`config.mk`:
```
export PLATFORM = sky130hd
export DESIGN_NAME = pp_compressor_pipe
export DESIGN_NICKNAME = d
export VERILOG_FILES = /design/src/rtl/pp_compressor_pkg.sv /design/src/rtl/pp_compressor_pipe_csa.sv /design/src/rtl/pp_compressor_pipe.sv
export SDC_FILE = /design/constraint.sdc
export NUM_CORES = 2
export LEC_CHECK = 0
export BUFFER_PORTS_ARGS = -buffer_cell sky130_fd_sc_hd__buf_2
export CAP_MARGIN = 20
export CORE_AREA = 2 2 290 292
export CTS_CLUSTER_DIAMETER = 120
export DETAILED_ROUTE_END_ITERATION = 10
export DIE_AREA = 0 0 292 294
export PLACE_DENSITY = 0.65
export SETUP_SLACK_MARGIN = 0.4
export SLEW_MARGIN = 20
export SYNTH_ARGS = -nofsm -noshare
export SYNTH_HDL_FRONTEND = slang
export SYNTH_SLANG_ARGS = --single-unit
```
`constraint.sdc`:
```
create_clock -name clk -period 24.3 [get_ports clk]
set_input_delay 2.43 -clock clk [delete_from_list [all_inputs] [get_ports clk]]
set_output_delay 2.43 -clock clk [all_outputs]
set_load 0.01 [all_outputs]
```
`src/rtl/pp_compressor_pkg.sv`:
```
// Shared sizing helpers for the pipelined Booth partial-product compressor.
// All tree and pipeline geometry is derived here at elaboration time.
package pp_compressor_pkg;

  localparam logic ZERO_BIT = 1'b0;

  function automatic int num_pp(int w);
    return w / 2 + 1;
  endfunction

  function automatic int row_w(int w);
    return w + 2;
  endfunction

  function automatic int out_w(int w, int g);
    return 2 * w + g;
  endfunction

  function automatic int csa_next(int rows);
    return (rows / 3) * 2 + rows % 3;
  endfunction

  function automatic int csa_levels(int rows);
    int n;
    int l;
    n = rows;
    l = 0;
    while (n > 2) begin
      n = csa_next(n);
      l++;
    end
    return l;
  endfunction

  function automatic int rows_at(int rows, int lvl);
    int n;
    n = rows;
    for (int i = 0; i < lvl; i++)
      n = csa_next(n);
    return n;
  endfunction

  // Internal ranks sit after level floor(r*levels/stages), r = 1..stages-1.
  function automatic bit rank_at(int lvl, int levels, int stages);
    for (int r = 1; r < stages; r++)
      if (r * levels / stages == lvl) return 1'b1;
    return 1'b0;
  endfunction

endpackage

```
`src/rtl/pp_compressor_pipe_csa.sv`:
```
// Parametrised 3:2 carry-save adder.
// Carry is pre-shifted so carry+sum equals a+b+c mod 2^W.
module pp_compressor_pipe_csa
  import pp_compressor_pkg::*;
#(
  parameter int W = 8
) (
  input  logic [W-1:0] a,
  input  logic [W-1:0] b,
  input  logic [W-1:0] c,
  output logic [W-1:0] carry,
  output logic [W-1:0] sum
);

  assign sum = a ^ b ^ c;

  assign carry = {
    (a[W-2:0] & b[W-2:0]) |
    (a[W-2:0] & c[W-2:0]) |
    (b[W-2:0] & c[W-2:0]),
    ZERO_BIT
  };

endmodule

```
`src/rtl/pp_compressor_pipe.sv`:
```
// Pipelined Booth partial-product compressor with carry-save accumulate.
// CSA tree with evenly spread ranks; the output rank is the accumulator.
module pp_compressor_pipe
  import pp_compressor_pkg::*;
#(
  parameter int WIDTH       = 32,
  parameter int PIPE_STAGES = 2,
  parameter int GUARD       = 4
) (
  input  logic clk,
  input  logic rst,
  input  logic in_valid,
  output logic in_ready,
  input  logic [num_pp(WIDTH)*row_w(WIDTH)-1:0] in_pp,
  input  logic [num_pp(WIDTH)-2:0] in_neg,
  input  logic in_acc,
  output logic out_valid,
  input  logic out_ready,
  output logic [out_w(WIDTH, GUARD)-1:0] out_c,
  output logic [out_w(WIDTH, GUARD)-1:0] out_s
);

  localparam int NUM_PP = num_pp(WIDTH);
  localparam int ROW_W  = row_w(WIDTH);
  localparam int OUT_W  = out_w(WIDTH, GUARD);
  localparam int NR0    = NUM_PP + 1;
  localparam int LEVELS = csa_levels(NR0);

  logic adv;
  assign adv      = !out_valid || out_ready;
  assign in_ready = adv;

  logic [OUT_W-1:0] rows0 [NR0];

  always_comb begin
    for (int k = 0; k < NUM_PP; k++)
      rows0[k] = {{(OUT_W-ROW_W){in_pp[k*ROW_W+ROW_W-1]}},
                  in_pp[k*ROW_W +: ROW_W]} << (2 * k);
    rows0[NR0-1] = '0;
    for (int k = 0; k < NUM_PP - 1; k++)
      rows0[NR0-1][2*k] = in_neg[k];
  end

  for (genvar l = 0; l <= LEVELS; l++) begin : g_lvl
    localparam int NI = rows_at(NR0, l);
    logic [OUT_W-1:0] d [NI];
    logic [OUT_W-1:0] n [NI];
    logic v, a, nv, na;

    if (l == 0) begin : g_src
      assign n  = rows0;
      assign nv = in_valid;
      assign na = in_acc;
    end else begin : g_csa
      localparam int NP = rows_at(NR0, l - 1);
      localparam int NG = NP / 3;
      localparam int NR = NP % 3;
      for (genvar j = 0; j < NG; j++) begin : g_grp
        pp_compressor_pipe_csa #(.W(OUT_W)) u_csa (
          .a     (g_lvl[l-1].d[3*j]),
          .b     (g_lvl[l-1].d[3*j+1]),
          .c     (g_lvl[l-1].d[3*j+2]),
          .carry (n[2*j]),
          .sum   (n[2*j+1])
        );
      end
      for (genvar t = 0; t < NR; t++) begin : g_pass
        assign n[2*NG+t] = g_lvl[l-1].d[3*NG+t];
      end
      assign nv = g_lvl[l-1].v;
      assign na = g_lvl[l-1].a;
    end

    if (rank_at(l, LEVELS, PIPE_STAGES)) begin : g_reg
      always_ff @(posedge clk or posedge rst) begin
        if (rst) begin
          v <= 1'b0;
          a <= 1'b0;
          for (int i = 0; i < NI; i++)
            d[i] <= '0;
        end else if (adv) begin
          v <= nv;
          a <= na;
          for (int i = 0; i < NI; i++)
            d[i] <= n[i];
        end
      end
    end else begin : g_wire
      assign d = n;
      assign v = nv;
      assign a = na;
    end
  end

  logic [OUT_W-1:0] fb_c, fb_s, c1, s1, c2, s2;

  // A fresh total simply folds in zero instead of the previous result.
  assign fb_c = g_lvl[LEVELS].a ? out_c : '0;
  assign fb_s = g_lvl[LEVELS].a ? out_s : '0;

  pp_compressor_pipe_csa #(.W(OUT_W)) u_acc0 (
    .a     (g_lvl[LEVELS].d[0]),
    .b     (g_lvl[LEVELS].d[1]),
    .c     (fb_c),
    .carry (c1),
    .sum   (s1)
  );

  pp_compressor_pipe_csa #(.W(OUT_W)) u_acc1 (
    .a     (c1),
    .b     (s1),
    .c     (fb_s),
    .carry (c2),
    .sum   (s2)
  );

  always_ff @(posedge clk or posedge rst) begin
    if (rst) begin
      out_valid <= 1'b0;
      out_c     <= '0;
      out_s     <= '0;
    end else if (adv) begin
      out_valid <= g_lvl[LEVELS].v;
      if (g_lvl[LEVELS].v) begin
        out_c <= c2;
        out_s <= s2;
      end
    end
  end

endmodule

```
## Word-level counts from Yosys, hierarchy flattened

Cells that the tools add are included.

- Bitwise operators: 126
- Mux-type cells: 2
- Reductions and logical operators: 3

Operators by type and width:

| operator | number |
|---|---|
| $and 67x67->67 | 52 |
| $or 67x67->67 | 36 |
| $xor 68x68->68 | 35 |
| $mux 68 | 2 |
| $and 67x31->67 | 2 |
| $xor 68x31->68 | 1 |
| $reduce_and 2->1 | 1 |
| $logic_not 1->1 | 1 |
| $logic_or 1x1->1 | 1 |

- Output and inout bits: 138
- Bits in registers: 543

## Longest topological paths before layout

- Word-level depth: 15
- Depth in mapped cells: 11

## Cells and area by module

A second synthesis with hierarchy kept.

- Cells, all modules: 2,569
- Area, all modules: 46,082.9 sq um

Modules (own cells, without submodules):

| module | cells each | times used | area each (sq um) |
|---|---|---|---|
| pp_compressor_pipe_csa | 70 | 18 | 1,376.3 |
| pp_compressor_pipe | 1,309 | 1 | 21,309.2 |

## Least setup slack after synthesis

OpenSTA, ideal clock, no wires.

- Path kind: in2out
- Start: in out_ready
- End: out in_ready
- Required time: 21.870 ns
- Arrival time: 3.176 ns
- Buffers on the path: 4
- Setup slack: 18.694 ns
- Cell stages on the path: 6
- Cells stage by stage: nor2b_2 buf_6 inv_2 buf_2 buf_2 buf_2

- Word-level cells in the longest chain between the ends: 1

Ends and longest elaborated chain:

| item | RTL line | text |
|---|---|---|
| from (decl) | pp_compressor_pipe.sv:18 | `input logic out_ready,` |
| $logic_or 1x1->1 | pp_compressor_pipe.sv:30 | `assign adv = !out_valid \|\| out_ready;` |
| to (decl) | pp_compressor_pipe.sv:13 | `output logic in_ready,` |

Every way passes these cells.

## Worst setup path in the final report

Ends and elaborated chain as after synthesis.

==> flow_summary.toml <==
[status]
status = "complete, no violations"

[die]
fp.dieH_um = 294
fp-row-count = 106
io_pins = 737
die-area_um2 = 85850
die_x_um = 292
coreArea_um2 = 82890
start_util_pct = 43.07

[synthesis]
avgSynthCellArea_um2 = 11.14
synth_nets = 4647
synth_area_um2 = 35700
yosysUniqueCellTypes = 28
synthesis.instances = 3205
yosys_warnings = 0
seq_area_frac_synth_pct = 30.63
ys_ff_latch = 437

[grt]
grt_max_degree = 187
grt_pass1_wl_um = 135900
overflow = 0
grt_pass1_vias = 25373
antenna_found_initial = 2
grt_usage_pct = 20.37

[setup_path]
crit_required_ps = 21870
path_cells = "buf_2 -> nor2b_4 -> inv_8 -> buf_2"
crit_fanout = 132
end_kind = "output pin"
cp_slowest_stage_delay_ps = 470
worstSetupPathType = "in -> out"
reg2reg_slack_ps = 20020
critPathLaunchType = "input pin"
arrival_ps = 3420
crit_top_cell = "buf_2"
reg2reg_depth = 8
cp_slowest_cell = "inv_8"

[power]
vdd_drop_max_mv = 0.1006
p_leak_nw = 22.52
power_density_nw_per_um2 = 154.9

[placement]
routabilityCongestion = 0.8458
pre_cts_slack_ps = 18430
placed_area_um2 = 40400
dp_hpwl_um = 69220
numPortBuffers = 735

[clocking]
worst_skew_pair.late_latency_ps = 590
h-tree-depth = 2
ctsHoldBuffers = 0
cts.sinks = 437
cts_tree = "yes"
post_cts_resized = 0
clk_pin_slew_ps = 60
cts.path.max_buffers = 3
cts_root_buffer = "clkbuf_16"
cts_made_buffers = 52
post-cts-setup-buffer-count = 0

[timing]
fin_tns_setup_ps = 0
fin_ws_ps = 18450
min_period_over_period_pct = 24.09
rsz0062_at_grt = "false"
clock.fmax_mhz = 170.8
worst_pin_slew_ps = 1037
final_hold_viol_count = 0
drv_slew = 0
skew_ps = 17.99
setup_viol = 0
maxSlewHeadroom_pct = 30.78
layout_min_cycle_time_ps = 5854

[worst_hold_path]
min_delay_path_depth = 2
min_path_type = "reg -> reg"

[detailed_routing]
drc = 0
routed_wirelength_um = 84670
drtIter0Drc = 1051
avgRoutedWirePerCell_um = 16.83
routed.top_layer = "met4"
dr_wl_met2_um = 42200
routed_via_density = 4.550
vias = 22895
dr.pass1.iters = 5
ant_nets = 0
met3_length_um = 5231
wl_met1_um = 34710

[run]
maxCapViolCount = 0

[layout]
stdcell_area_um2 = 42250
fillers = 7447
layout-drive-gt1-share_pct = 24.24
syn2layout_area_growth_pct = 18.34
fin_nets = 5347
-- stage by stage --
step	util, %	power (mW)	hold WS [ps]	instances
after CTS	50.95	6.688	478.3	5028
final	50.97	6.544	474.4	5032
after floorplan	-	4.517	442.8	3205
after global routing	50.96	7.466	495.4	5029
after global placement	48.74	5.626	454.4	4931
after detailed placement	48.74	5.804	463.6	4931
-- worst max-delay path, delay by kind of cell --
kind	cells	cell delay, ps
buf+inv	3	820
simple gates	1	60
-- cells by family (layout without fill, tap and decap cells) --
group | count (synthesis) | count (layout) | share of synthesized area (%)
AO/OA/AOI/OAI | 142 | 142 | 2.019
XOR/XNOR | 7 | 7 | 0.1717
adder cells (fa/ha/maj) | 843 | 843 | 44.64
buffers and inverters | 839 | 1582 | 9.088
flip-flops | 437 | 437 | 30.63
multiplexers | 117 | 117 | 3.992
other | 1 | 5 | 0.01050
AND/OR/NAND/NOR | 819 | 819 | 9.442
-- where the power goes --
group / internal (mW) / switching (mW)
logic: 2.12 / 2.36
clock network: 0.510 / 0.326
registers: 1.04 / 0.191
total: 3.66 / 2.88
-- layout by cell type (no fill, tap or decap), types with 3 or more instances in the layout --
cell type and n:
xnor2_1 6, clkinv_2 12, ha_1 125, inv_6 3, buf_12 3, clkbuf_16 53
clkbuf_1 8, buf_2 735, and2_1 113, bufinv_16 7, dfrtp_1 436, clkbuf_8 12
fa_1 718, a21oi_1 9, buf_4 7, nand2_1 691, mux2_4 29, inv_1 738
mux2_2 87, diode_2 4, o21ai_0 130, nor2_1 9
-- cells in the mapped netlist --
cell type  instances  area [um2]
a211oi_1           1       7.510
a211oi_2           1       12.51
a21oi_1            9       45.04
and2_1           114       713.2
and3_1             1       6.260
buf_2             37       185.2
buf_4              2       15.01
buf_6              4       45.04
buf_8              1       15.01
clkbuf_1          55       206.5
conb_1             1       3.750
dfrtp_1          437       10940
fa_1             718       14370
ha_1             125        1564
inv_1            739        2774
inv_2              1       3.750
mux2_2            87       979.7
mux2_4            29       435.4
mux2i_1            1       10.01
nand2_1          692        2597
nand2b_1           1       6.260
nand3_1            1       5.000
nor2_1             9       33.78
nor2b_2            1       8.760
o21ai_0          130       650.6
o21ai_1            1       5.000
xnor2_1            6       52.55
xor2_1             1       8.760
-- routing by layer --
metal / vias up / GRT usage (%)
li1: 10676 / -
met1: 11578 / 26.17
met2: 531 / 34.54
met3: 110 / 4.562
met4: 0 / 6.211
met5: - / 0
-- final cells by class --
class / instances / area (um2) / share of cell area [%]
repair buffers: 745 / 3791 / 8.974
clock buffers: 73 / 1521 / 3.601
inverters: 740 / 2793 / 6.610
clock inverters: 24 / 311.5 / 0.7374
well taps: 1080 / 1351 / 3.199
multi-input cells: 1929 / 21530 / 50.96
diodes: 4 / 10.01 / 0.02369
flip-flops and latches: 437 / 10940 / 25.89
-- worst paths after layout --
path / to / startpoint
min in group asynchronous: g_lvl[3].a / rst
hold reg to reg: g_lvl[3].d[346] / g_lvl[3].d[346]
max in group asynchronous: g_lvl[3].d[175] / rst
hold / removal: g_lvl[3].d[346] / g_lvl[3].d[346]
setup / recovery: in_ready / out_ready
setup reg to reg: out_s[62] / g_lvl[3].d[338]
-- registers in the layout, summed over array words and instances (netlist names) --
signal	cells
g_lvl.d	299
out_s	68
out_c	67
g_lvl.a	1
g_lvl.v	1
out_valid	1
Power figures use the tool's default switching activity.
